**src/rtl/alusrc_pkg.sv**
```systemverilog
`default_nettype none
// ============================================================================
// alusrc_pkg : shared constants for the operand-source sequencer
// Rev 1.0
// ============================================================================
package alusrc_pkg;

  localparam logic [2:0] SEL_REG  = 3'd0;
  localparam logic [2:0] SEL_C2   = 3'd1;
  localparam logic [2:0] SEL_C4   = 3'd2;
  localparam logic [2:0] SEL_C15  = 3'd3;
  localparam logic [2:0] SEL_IMM  = 3'd4;
  localparam logic [2:0] SEL_C3   = 3'd5;

  localparam logic [2:0] ALU_ADD  = 3'd0;
  localparam logic [2:0] ALU_SUB  = 3'd1;
  localparam logic [2:0] ALU_SRA  = 3'd2;
  localparam logic [2:0] ALU_MUL  = 3'd3;
  localparam logic [2:0] ALU_PASS = 3'd7;

  localparam logic [3:0] OP_RALU  = 4'h0;
  localparam logic [3:0] OP_ADDI  = 4'h1;
  localparam logic [3:0] OP_PUSH  = 4'h2;
  localparam logic [3:0] OP_POP   = 4'h3;
  localparam logic [3:0] OP_CALL  = 4'h4;
  localparam logic [3:0] OP_SRA15 = 4'h5;
  localparam logic [3:0] OP_MUL3  = 4'h6;

  localparam logic [1:0] ST_IDLE  = 2'd0;
  localparam logic [1:0] ST_S0    = 2'd1;
  localparam logic [1:0] ST_S1    = 2'd2;
  localparam logic [1:0] ST_TRAP  = 2'd3;

  function automatic logic op_is_legal(input logic [3:0] op);
    return (op <= OP_MUL3);
  endfunction

endpackage
`default_nettype wire

```
**src/rtl/alusrc_decode_rom.sv**
```systemverilog
`default_nettype none
// ============================================================================
// alusrc_decode_rom : combinational opcode/step to micro-step table
// Rev 1.0
// ============================================================================
module alusrc_decode_rom
  import alusrc_pkg::*;
#(
  parameter int OPW = 4
) (
  input  logic [OPW-1:0] i_op,
  input  logic           i_step,
  output logic [2:0]     o_sel,
  output logic [2:0]     o_aluop,
  output logic           o_regwrite,
  output logic           o_last
);

  always_comb begin
    // Unknown opcodes fall through to a single NOP step.
    o_sel      = SEL_REG;
    o_aluop    = ALU_PASS;
    o_regwrite = 1'b0;
    o_last     = 1'b1;
    case (i_op)
      OP_RALU: begin
        o_sel      = SEL_REG;
        o_aluop    = ALU_ADD;
        o_regwrite = 1'b1;
      end
      OP_ADDI: begin
        o_sel      = SEL_IMM;
        o_aluop    = ALU_ADD;
        o_regwrite = 1'b1;
      end
      OP_PUSH: begin
        if (!i_step) begin
          o_sel      = SEL_C2;
          o_aluop    = ALU_SUB;
          o_regwrite = 1'b1;
          o_last     = 1'b0;
        end else begin
          o_sel      = SEL_REG;
          o_aluop    = ALU_PASS;
          o_regwrite = 1'b0;
        end
      end
      OP_POP: begin
        if (!i_step) begin
          o_sel      = SEL_REG;
          o_aluop    = ALU_PASS;
          o_regwrite = 1'b1;
          o_last     = 1'b0;
        end else begin
          o_sel      = SEL_C2;
          o_aluop    = ALU_ADD;
          o_regwrite = 1'b1;
        end
      end
      OP_CALL: begin
        if (!i_step) begin
          o_sel      = SEL_C2;
          o_aluop    = ALU_SUB;
          o_regwrite = 1'b1;
          o_last     = 1'b0;
        end else begin
          o_sel      = SEL_C4;
          o_aluop    = ALU_ADD;
          o_regwrite = 1'b1;
        end
      end
      OP_SRA15: begin
        o_sel      = SEL_C15;
        o_aluop    = ALU_SRA;
        o_regwrite = 1'b1;
      end
      OP_MUL3: begin
        o_sel      = SEL_C3;
        o_aluop    = ALU_MUL;
        o_regwrite = 1'b1;
      end
      default: ;
    endcase
  end

endmodule
`default_nettype wire

```
**src/rtl/alusrc_sequencer.sv**
```systemverilog
`default_nettype none
// ============================================================================
// alusrc_sequencer : issues operand-mux micro-steps per decoded instruction.
// Optional illegal-opcode trap: ALUSRC_ILLEGAL_TRAP_EN.   Rev 1.0
// ============================================================================
module alusrc_sequencer
  import alusrc_pkg::*;
#(
  parameter int OPW = 4
) (
  input  logic        Clk,
  input  logic        Reset,
  input  logic [15:0] Instr,
  input  logic        InstrValid,
  output logic        InstrReady,
  input  logic        Stall,
  output logic [2:0]  Selection,
  output logic [2:0]  AluOp,
  output logic        RegWrite,
  output logic        StepValid,
  output logic        StepIdx,
  output logic        Done,
  output logic        Illegal
);

  logic [1:0]     r_state;
  logic [OPW-1:0] r_op;
  logic [2:0]     r_sel;
  logic [2:0]     r_aluop;
  logic           r_wr;
  logic           r_valid;
  logic           r_idx;
  logic           r_done;
  logic           r_last;

  logic [OPW-1:0] w_new_op;
  logic [2:0]     w_new_sel;
  logic [2:0]     w_new_aluop;
  logic           w_new_wr;
  logic           w_new_last;
  logic [2:0]     w_cur_sel;
  logic [2:0]     w_cur_aluop;
  logic           w_cur_wr;
  logic           w_cur_last;
  logic           w_final;
  logic           w_accept;
  logic           w_new_trap;
  logic           w_unused;

  assign w_new_op = Instr[15 -: OPW];
  assign w_unused = ^Instr[15-OPW:0];

  // Step 0 of the incoming opcode and step 1 of the captured one are both needed
  // in the same cycle, so the table is looked up twice.
  alusrc_decode_rom #(.OPW(OPW)) u_rom_new (
    .i_op       (w_new_op),
    .i_step     (1'b0),
    .o_sel      (w_new_sel),
    .o_aluop    (w_new_aluop),
    .o_regwrite (w_new_wr),
    .o_last     (w_new_last)
  );

  alusrc_decode_rom #(.OPW(OPW)) u_rom_cur (
    .i_op       (r_op),
    .i_step     (1'b1),
    .o_sel      (w_cur_sel),
    .o_aluop    (w_cur_aluop),
    .o_regwrite (w_cur_wr),
    .o_last     (w_cur_last)
  );

  assign w_final    = ((r_state == ST_S0) && r_last) || (r_state == ST_S1) ||
                      (r_state == ST_TRAP);
  assign InstrReady = (r_state == ST_IDLE) || (w_final && !Stall);
  assign w_accept   = InstrValid && InstrReady;

`ifdef ALUSRC_ILLEGAL_TRAP_EN
  logic r_ill;

  assign w_new_trap = !op_is_legal(w_new_op);
  assign Illegal    = r_ill;

  always_ff @(posedge Clk) begin
    if (Reset) begin
      r_ill <= 1'b0;
    end else begin
      r_ill <= w_accept && w_new_trap;
    end
  end
`else
  assign w_new_trap = 1'b0;
  assign Illegal    = 1'b0;
`endif

  always_ff @(posedge Clk) begin
    if (Reset) begin
      r_state <= ST_IDLE;
      r_op    <= '0;
      r_sel   <= SEL_REG;
      r_aluop <= ALU_PASS;
      r_wr    <= 1'b0;
      r_valid <= 1'b0;
      r_idx   <= 1'b0;
      r_done  <= 1'b0;
      r_last  <= 1'b0;
    end else begin
      r_done <= 1'b0;
      if (w_accept) begin
        r_op  <= w_new_op;
        r_idx <= 1'b0;
        if (w_new_trap) begin
          r_state <= ST_TRAP;
          r_valid <= 1'b0;
          r_wr    <= 1'b0;
          r_done  <= 1'b1;
          r_last  <= 1'b1;
        end else begin
          r_state <= ST_S0;
          r_valid <= 1'b1;
          r_sel   <= w_new_sel;
          r_aluop <= w_new_aluop;
          r_wr    <= w_new_wr;
          r_done  <= w_new_last;
          r_last  <= w_new_last;
        end
      end else if ((r_state != ST_IDLE) && !Stall) begin
        if ((r_state == ST_S0) && !r_last) begin
          r_state <= ST_S1;
          r_sel   <= w_cur_sel;
          r_aluop <= w_cur_aluop;
          r_wr    <= w_cur_wr;
          r_idx   <= 1'b1;
          r_done  <= w_cur_last;
          r_last  <= w_cur_last;
        end else begin
          // Selection and AluOp deliberately keep their last values.
          r_state <= ST_IDLE;
          r_valid <= 1'b0;
          r_wr    <= 1'b0;
          r_idx   <= 1'b0;
          r_last  <= 1'b0;
        end
      end
    end
  end

  assign Selection = r_sel;
  assign AluOp     = r_aluop;
  assign RegWrite  = r_wr;
  assign StepValid = r_valid;
  assign StepIdx   = r_idx;
  assign Done      = r_done;

endmodule
`default_nettype wire

```
**config.mk**
```make
export PLATFORM = sky130hd
export DESIGN_NAME = alusrc_sequencer
export DESIGN_NICKNAME = d
export VERILOG_FILES = /design/src/rtl/alusrc_pkg.sv /design/src/rtl/alusrc_decode_rom.sv /design/src/rtl/alusrc_sequencer.sv
export SDC_FILE = /design/constraint.sdc
export NUM_CORES = 1
export LEC_CHECK = 0
export ABC_AREA = 1
export CAP_MARGIN = 25
export CORE_MARGIN = 2
export CORE_UTILIZATION = 45
export DETAILED_ROUTE_END_ITERATION = 16
export HOLD_SLACK_MARGIN = 0.12
export PLACE_DENSITY = 0.78
export SLEW_MARGIN = 10
export SYNTH_ARGS = -nofsm -noshare
export SYNTH_HDL_FRONTEND = slang
export SYNTH_SLANG_ARGS = --single-unit
```
**constraint.sdc**
```tcl
create_clock -name Clk -period 1.3 [get_ports Clk]
set_input_delay 0.325 -clock Clk [delete_from_list [all_inputs] [get_ports Clk]]
set_output_delay 0.325 -clock Clk [all_outputs]
set_load 0.02 [all_outputs]
```
# --- After elaboration in Yosys (flattened, before gate mapping) ---
# Index checks and enable logic that the tools add are counted.
# W data, S select, Z words.
word_totals:
  output_inout_bits: 12
  register_bits: 17
op_classes:
  n_mux: 27
  reduce_logical: 25
  n_eq_ne: 15
ops:
  columns: ["cell", "n"]
  rows:
  - ["$eq A4 B3 Y1 const B", 6]
  - ["$pmux W3 S4", 2]
  - ["$mux W3", 6]
  - ["$mux W1", 16]
  - ["$pmux W3 S5", 1]
  - ["$eq A4 B2 Y1 const B", 3]
  - ["$pmux W3 S3", 1]
  - ["$eq A4 B1 Y1 const B", 2]
  - ["$logic_not A4 Y1", 2]
  - ["$reduce_or A7 Y1", 1]
  - ["$reduce_bool A2 Y1", 3]
  - ["$reduce_or A2 Y1", 3]
  - ["$reduce_or A6 Y1", 1]
  - ["$logic_and A1 B1 Y1", 5]
  - ["$eq A2 B2 Y1 const B", 2]
  - ["$reduce_and A2 Y1", 2]
  - ["$reduce_or A4 Y1", 1]
  - ["$logic_or A1 B1 Y1", 3]
  - ["$reduce_or A3 Y1", 1]
  - ["$eq A2 B1 Y1 const B", 1]
  - ["$logic_not A1 Y1", 2]
  - ["$logic_not A2 Y1", 1]
  - ["$mux W2", 1]
  - ["$ne A2 B2 Y1 const B", 1]

# --- Depth between registers and ports, before layout ---
# Gate-level depths: netlist of run 1.
depth:
  word_depth: 9
  ltp_mapped: 9
  ltp_nobuf: 9

# --- By module ---
# Synthesis of run 1 repeated with hierarchy kept, for this count alone.
hier_totals:
  hier_cells: 205
  area_unflattened_um2: 1247.4
by_module_without_submodules:
  columns: ["module", "seq_area_each_um2", "area_per_inst_um2", "cells_each", "n_inst"]
  rows:
  - ["alusrc_sequencer", 320.3, 815.8, 119, 1]
  - ["alusrc_decode_rom (u_rom_cur)", 0.0, 226.5, 43, 1]
  - ["alusrc_decode_rom (u_rom_new)", 0.0, 205.2, 43, 1]

# --- Worst setup path after synthesis of run 1 ---
# OpenSTA, ideal clock, no wires.
synth_path:
  path_type: "register to register"
  from: "register r_state[1]"
  to: "register r_sel[2], in the netlist Selection[2]"
  path_buffers: 1
  arrival_ns: 1.206
  required_time_ns: 1.188
  setup_ns: 0.112
  setup_slack_ns: -0.019
  path_stages_with_launch: 9
  synth_period_minus_slack_ns: 1.319
  cell_sequence: "dfxtp_1 o21ai_2 nand2_4 nand2_4 buf_6 nand2_2 nand2_1 nor2_1 nor2_2"
synth_via:
  elab_chain_cells: 9
synth_rtl:
  columns: ["item", "line_no", "rtl"]
  rows:
  - ["start, declared", "alusrc_sequencer.sv:26", "logic [1:0] r_state;"]
  - ["start signal, assigned", "alusrc_sequencer.sv:98", "r_state <= ST_IDLE;"]
  - ["start signal, assigned", "alusrc_sequencer.sv:113", "r_state <= ST_TRAP;"]
  - ["start signal, assigned", "alusrc_sequencer.sv:119", "r_state <= ST_S0;"]
  - ["$eq A2 B1 Y1", "alusrc_sequencer.sv:73", "assign w_final = ((r_state == ST_S0) && r_last) || (r_state == ST_S1) ||"]
  - ["$logic_and A1 B1 Y1", "alusrc_sequencer.sv:73", null]
  - ["$logic_or A1 B1 Y1 (2 in series)", "alusrc_sequencer.sv:73", null]
  - ["$logic_and A1 B1 Y1", "alusrc_sequencer.sv:75", "assign InstrReady = (r_state == ST_IDLE) || (w_final && !Stall);"]
  - ["$logic_or A1 B1 Y1 *", "alusrc_sequencer.sv:75", null]
  - ["net InstrReady", "alusrc_sequencer.sv:15", "output logic InstrReady,"]
  - ["$logic_and A1 B1 Y1 *", "alusrc_sequencer.sv:76", "assign w_accept = InstrValid && InstrReady;"]
  - ["$reduce_bool A2 Y1 (no line)", null, null]
  - ["$reduce_and A2 Y1 (no line)", null, null]
  - ["end signal, assigned", "alusrc_sequencer.sv:121", "r_sel <= w_new_sel;"]
  - ["end signal, assigned", "alusrc_sequencer.sv:130", "r_sel <= w_cur_sel;"]
  - ["end, declared", "alusrc_sequencer.sv:28", "logic [2:0] r_sel;"]
# Mark *: on every way through the listed nets, which the timed path passes. The rest lies on a longest branch.
# A chain may end at the register's enable or synchronous reset.

# --- Final worst setup path of run 1 ---
layout_path:
  from: "register r_state[1]"
  to: "output port InstrReady"
layout_via:
  elab_chain_cells: 6
layout_rtl:
  columns: ["item", "line_no"]
  rows:
  - ["$eq A2 B1 Y1", "alusrc_sequencer.sv:73"]
  - ["$logic_and A1 B1 Y1", "alusrc_sequencer.sv:73"]
  - ["$logic_or A1 B1 Y1 (2 in series)", "alusrc_sequencer.sv:73"]
  - ["$logic_and A1 B1 Y1", "alusrc_sequencer.sv:75"]
  - ["$logic_or A1 B1 Y1 *", "alusrc_sequencer.sv:75"]
  - ["end, declared", "alusrc_sequencer.sv:15"]
# Mark *: on every way between the ends. The rest lies on a longest branch, timed or not.

==> results.sh, run 1 <==
export IMPL_outcome="complete, but fails checks"
export IMPL_violations="negative setup slack"
export IMPL_place_detailed_hpwl_um=1950
export IMPL_io_buffers=18
export IMPL_setup_tns_ns=-0.110
export IMPL_tritoncts="yes"
export IMPL_vias=1236
export IMPL_detail_route_wirelength_um=3060
export IMPL_global_route_wire_length_before_repair_um=4800
export IMPL_die_outline_area_sq_um=2600
export IMPL_detail_route_first_pass_iterations=4
export IMPL_fill_cells=176
export IMPL_report_final_hold_viol_count=0
export IMPL_power_mw=1.45
export IMPL_required_ns=0.98
export IMPL_grt_overflow=0
export IMPL_synth_top_area_cell="sky130_fd_sc_hd__dfxtp_1"
export IMPL_fin_cells=233
export IMPL_cts_buffers=3
export IMPL_leakage_nw=0.788
export IMPL_inserted_diodes=0
export IMPL_syn2layout_area_growth_pct=52.0
export IMPL_path_class="reg -> out"
export IMPL_finish_instance_area_sq_um=1510
export IMPL_antenna_violating_nets_left=0
export IMPL_io_pins=32
export IMPL_finalSetupViolations=1
export IMPL_grt_max_degree=13
export IMPL_drt_first_iter_violations=43
export IMPL_finalCoreUtilization=0.703
export IMPL_vertical_die_dimension_um=51.0
export IMPL_powerDensity_nw_per_um2=962
export IMPL_synth_yosys_warnings=0
export IMPL_worst_hold_path_type="reg -> reg"
export IMPL_grt_setup_unrepaired="yes"
export IMPL_die_w_um=51.0
export IMPL_layout_worst_path_cycle_share=1.08
export IMPL_place_gp_congestion=0.922
export IMPL_finalCriticalPeriod_ns=1.41
export IMPL_yosysTopAreaCellShare=0.322
export IMPL_synthTopCellsByCount="sky130_fd_sc_hd__nand2_1 (44), sky130_fd_sc_hd__inv_1 (21), sky130_fd_sc_hd__nor2_1 (18)"
export IMPL_coreArea_sq_um=2150
export IMPL_cts_htree_levels=1
export IMPL_synth_avg_cell_area_sq_um=6.25
export IMPL_critical_path_startpoint_type="register"
export IMPL_grtUsageTotal=0.244
export IMPL_netlist_instances=159
export IMPL_fin_nets=227
export IMPL_power_ir_vdd_worst_uv=615
export IMPL_synth_seq_area_share=0.322
export IMPL_final_max_slew_violation_count=0
export IMPL_clkSlewWorstSetupHoldPaths_ns=0.08
export IMPL_yosysUniqueCellTypes=22
export IMPL_syn_nets=179
export IMPL_ys_ff_latch=16
export IMPL_clock_tree_root_cell="sky130_fd_sc_hd__clkbuf_4"
export IMPL_grt_pass1_vias=1133
export IMPL_async_reset_ff_frac=0
export IMPL_post_route_cells_drive_above_1_share=0.307
export IMPL_worst_path_max_fanout=4
export IMPL_row_count=17
export IMPL_routed_wire_length_per_instance_um=13.1
export IMPL_fin_worst_hold_slack_ns=0.465
export IMPL_synth_top_cells_by_area="sky130_fd_sc_hd__dfxtp_1 (32%), sky130_fd_sc_hd__nand2_1 (17%), sky130_fd_sc_hd__inv_1 (7.9%), sky130_fd_sc_hd__nand3_1 (7.1%), sky130_fd_sc_hd__nor2_1 (6.8%)"
export IMPL_cp_data_arrival_time_ns=1.08
export IMPL_layout_setup_ws_ns=-0.110
export IMPL_placed_cells_incl_taps=226
export IMPL_synth_edff_count=0
export IMPL_cts_path_max_buffers=2
export IMPL_postPlaceCellArea_sq_um=1380
export IMPL_setup_worst_path_end_class="output port"
export IMPL_fmax_ghz=0.709
export IMPL_timing_clock_skew_ns=0.0150
export IMPL_dpl_worst_slack_ns=-0.639
export IMPL_grt_antenna_before_repair=0
export IMPL_ys_dominant_reg_cell="sky130_fd_sc_hd__dfxtp_1"
export IMPL_maxCapViolations=0
export IMPL_insertion_delay_ns=0.29
export IMPL_via_per_inst=5.30
export IMPL_clock_sinks=16
export IMPL_synthMostInstantiatedCell="sky130_fd_sc_hd__nand2_1"
export IMPL_synth_area_sq_um=993
export IMPL_post_route_drc_count=0
export IMPL_initial_utilization=0.462
==> logic make-up (layout without fill, tap and decap cells) <==
| kind of cell | count (synthesis) | in the layout | synth area share |
|---|---|---|---|
| other cells | 1 | 1 | 0.00377 |
| compound gates | 23 | 23 | 0.122 |
| simple gates | 91 | 93 | 0.424 |
| flops | 16 | 16 | 0.322 |
| buf+inv | 28 | 72 | 0.127 |
==> final timing paths <==
| check | from | endpoint | slack [ns] | cells past startpoint |
|---|---|---|---|---|
| worst max-delay path | r_state[1] | InstrReady | -0.11 | 3 |
| worst min-delay path | StepValid | StepValid | 0.46 | 2 |
| worst max register to register | r_last | StepValid | 0.04 | 6 |
| worst min register to register | StepValid | StepValid | 0.46 | 2 |
==> sequential cells by signal (all words and copies together) (netlist names) <==
name / cells
AluOp: 3
Done: 1
RegWrite: 1
Selection: 3
StepValid: 1
r_last: 1
r_op: 4
r_state: 2
==> final cells by class <==
type	count	area, sq um	area share
Multi-Input combinational cell	117	637	0.422
Timing Repair Buffer	46	403	0.267
Sequential cell	16	327	0.216
Inverter	23	86.3	0.0572
Tap cell	28	35.0	0.0232
Clock buffer	3	22.5	0.0149
==> timing repair <==
action	4_1_cts	5_1_grt
setup endpoints to repair	26	19
pin swaps	1	4
cloned	2	0
gates resized for setup	31	28
hold buffers	0	0
buffers inserted	0	2
==> cell usage in the layout, fill, tap and decap left out, types with 3 or more instances in the layout <==
cell type                         count
sky130_fd_sc_hd__dfxtp_1             13
sky130_fd_sc_hd__nand3_2              3
sky130_fd_sc_hd__o21ai_0              4
sky130_fd_sc_hd__nand2_1             42
sky130_fd_sc_hd__clkbuf_4             3
sky130_fd_sc_hd__a21oi_1              9
sky130_fd_sc_hd__inv_2                6
sky130_fd_sc_hd__dlygate4sd2_1        3
sky130_fd_sc_hd__o21ai_1              6
sky130_fd_sc_hd__buf_4               27
sky130_fd_sc_hd__nor2_1              17
sky130_fd_sc_hd__clkdlybuf4s15_1      6
sky130_fd_sc_hd__nand3_1             12
sky130_fd_sc_hd__dlymetal6s2s_1       3
sky130_fd_sc_hd__inv_1               17
sky130_fd_sc_hd__nand2_4              4
sky130_fd_sc_hd__nand3b_1             3
sky130_fd_sc_hd__nand2_2              3
==> report_power, final <==
part | internal, mW | switching (mW)
registers | 0.543 | 0.0367
logic | 0.258 | 0.352
clock network | 0.108 | 0.154
==> worst max-delay path, stage by stage (launching register included) <==
cell and delay (ns):
sky130_fd_sc_hd__dfxtp_4 0.38, sky130_fd_sc_hd__o21ai_4 0.20, sky130_fd_sc_hd__nand2_4 0.09, sky130_fd_sc_hd__buf_6 0.14
==> per-layer routing <==
metal	wire (um)	share of wire	global-route usage
met4	122	0.040	0.117
met1	1170	0.38	0.259
met5	0	0	0
met3	132	0.043	0.0205
met2	1630	0.53	0.474
(Power assumes the default switching activity.)
==> run 2, diff against run 1 <==
==> constraint.sdc (replaced) <==
create_clock -name Clk -period 1.3 [get_ports Clk]
set_input_delay 0.325 -clock Clk [delete_from_list [all_inputs] [get_ports Clk]]
set_output_delay 0.325 -clock Clk [all_outputs]
set_load 0.1 [all_outputs]
==> run 2 against run 1 <==
- the flow still finishes with violations (negative setup slack)
- final cell count shrank 1.7%
- first-iteration DRC count shrank 16%
- sequential share of layout area is 0.66 points lower
- critical path type unchanged
- largest power group unchanged
- total power up 22%
==> results.sh, run 2 (synthesis results as in run 1) <==
export IMPL_tritoncts="yes"
export IMPL_whs_endpoint="r_op[3]"
export IMPL_regToRegSetupSlack_ns=0.04
export IMPL_place_gp_congestion=0.822
export IMPL_mostFrequentLayoutCell="sky130_fd_sc_hd__nand2_1"
export IMPL_grt_pass1_vias=1060
export IMPL_critical_path_startpoint_type="register"
export IMPL_coreArea_sq_um=2150
export IMPL_crit_path_max_incr_delay_ns=0.37
export IMPL_powerDensity_nw_per_um2=1110
export IMPL_finalCriticalPeriod_ns=1.45
export IMPL_die_outline_area_sq_um=2600
export IMPL_cts_htree_levels=1
export IMPL_power_ir_vdd_worst_uv=735
export IMPL_layout_worst_path_cycle_share=1.12
export IMPL_detail_route_first_pass_iterations=4
export IMPL_inserted_diodes=0
export IMPL_syn2layout_area_growth_pct=59.8
export IMPL_cts_path_max_buffers=2
export IMPL_vertical_die_dimension_um=51.0
export IMPL_report_final_hold_viol_count=0
export IMPL_flip_flop_count_of_the_largest_register_all_copies_and_words_added=4
export IMPL_violations="negative setup slack"
export IMPL_vias=1135
export IMPL_grt_max_degree=22
export IMPL_fill_cells=179
export IMPL_grtUsageTotal=0.218
export IMPL_via_per_inst=4.96
export IMPL_whs_path_cells=2
export IMPL_maxCapViolations=0
export IMPL_cp_startpoint="r_last"
export IMPL_top_register="r_op"
export IMPL_finalCoreUtilization=0.739
export IMPL_insertion_delay_ns=0.29
export IMPL_outcome="complete, but fails checks"
export IMPL_critical_path_cell_chain="o21ai_4, nand2_8, buf_12"
export IMPL_placed_cells_incl_taps=222
export IMPL_grt_overflow=0
export IMPL_cts_hold_buf=0
export IMPL_drt_first_iter_violations=36
export IMPL_die_w_um=51.0
export IMPL_layout_setup_ws_ns=-0.154
export IMPL_finalSetupViolations=2
export IMPL_initial_utilization=0.462
export IMPL_row_count=17
export IMPL_global_route_wire_length_before_repair_um=4200
export IMPL_final_max_slew_violation_count=0
export IMPL_count_of_cells_along_the_worst_register_to_register_path=6
export IMPL_required_ns=0.98
export IMPL_grt_antenna_before_repair=0
export IMPL_clock_tree_root_cell="sky130_fd_sc_hd__clkbuf_4"
export IMPL_final_cell_mix="sky130_fd_sc_hd__nand2_1 (44), sky130_fd_sc_hd__buf_4 (23), sky130_fd_sc_hd__inv_1 (17), sky130_fd_sc_hd__nor2_1 (16), sky130_fd_sc_hd__nand3_1 (13)"
export IMPL_clock_sinks=16
export IMPL_worst_hold_path_type="reg -> reg"
export IMPL_setup_worst_path_end_class="output port"
export IMPL_path_class="reg -> out"
export IMPL_routed_wire_length_per_instance_um=12.0
export IMPL_fin_cells=229
export IMPL_crit_path_top_delay_cell="sky130_fd_sc_hd__dfxtp_4"
export IMPL_leakage_nw=0.826
export IMPL_fmax_ghz=0.688
export IMPL_grt_setup_unrepaired="yes"
export IMPL_cp_data_arrival_time_ns=1.13
export IMPL_detail_route_wirelength_um=2760
export IMPL_post_route_cells_drive_above_1_share=0.343
export IMPL_place_detailed_hpwl_um=2140
export IMPL_reg2reg_to="AluOp[0]"
export IMPL_io_pins=32
export IMPL_critical_path_reg2reg_startpoint="r_last"
export IMPL_timing_clock_skew_ns=0.0148
export IMPL_min_from="r_op[3]"
export IMPL_worst_path_max_fanout=3
export IMPL_cts_buffers=3
export IMPL_antenna_violating_nets_left=0
export IMPL_clkSlewWorstSetupHoldPaths_ns=0.08
export IMPL_io_buffers=18
export IMPL_post_route_drc_count=0
export IMPL_fin_nets=222
## run 2: cell count changes in the layout (fill, tap and decap cells not counted), sizes merged
cell / change
clkdlybuf4s15: -6
nand2: -2
clkdlybuf4s50: -1
dlymetal6s2s: +2
buf: +6
clkbuf: -1
dlygate4sd2: -2
## run 2: stage by stage
| stage | power (mW) | hold slack (ns) | area (sq um) | worst slack, ns | setup TNS (ns) |
|---|---|---|---|---|---|
| detailed placement | 1.46 | 0.491 | 1470 | -0.412 | -5.62 |
| global placement | 1.43 | 0.480 | 1470 | -0.358 | -4.88 |
| finish | 1.77 | 0.506 | 1590 | -0.154 | -0.167 |
| CTS | 1.73 | 0.504 | 1510 | -0.172 | -0.196 |
| global route | 1.85 | 0.535 | 1590 | -0.184 | -0.285 |
| floorplan | 1.15 | 0.384 | 1020 | -0.150 | -1.41 |
## run 2: repair_timing
item / 4_1_cts / 5_1_grt
gates resized for setup: 5 / 22
buffers inserted: 1 / 2
pin swaps: 1 / 2
setup endpoints to repair: 14 / 13
## run 2: worst max path at each step
stage          cells past startpoint  slack, ns      endpoint
2_1_floorplan                      8      -0.15          Done
3_3_place_gp                       9      -0.36  Selection[2]
3_5_place_dp                       9      -0.41  Selection[0]
4_1_cts                            3      -0.17    InstrReady
5_1_grt                            4      -0.18    InstrReady
6_report                           3      -0.15    InstrReady
## run 2: layout make-up
| type | instances | area (sq um) | share of cell area |
|---|---|---|---|
| inverter | 23 | 86.3 | 0.0544 |
| tap | 28 | 35.0 | 0.0221 |
| clock buffer | 4 | 26.3 | 0.0165 |
| timing repair buffer | 43 | 497 | 0.313 |
| multi-input combinational | 115 | 611 | 0.385 |
| sequential | 16 | 333 | 0.210 |
## run 2: worst max-delay path, delay by kind of cell (launching register included)
| family | cells | cell delay [ns] |
|---|---|---|
| buf+inv | 1 | 0.17 |
| simple gates | 1 | 0.09 |
| compound gates | 1 | 0.21 |
| flops | 1 | 0.37 |
## run 2: report_power, final
part	switching (mW)	internal, mW	total [mW]
sequential	0.0594	0.546	0.605
clock	0.155	0.119	0.275
combinational	0.557	0.330	0.888
## run 2: routing by layer
metal  part of all wire  vias up  GRT usage  wire (um)
met1               0.38      503      0.209       1040
met5                  0        -          0          0
met4              0.028        0      0.117         76
met2               0.54       36      0.437       1500
li1                   -      588          -          -
met3              0.050        8     0.0292        139
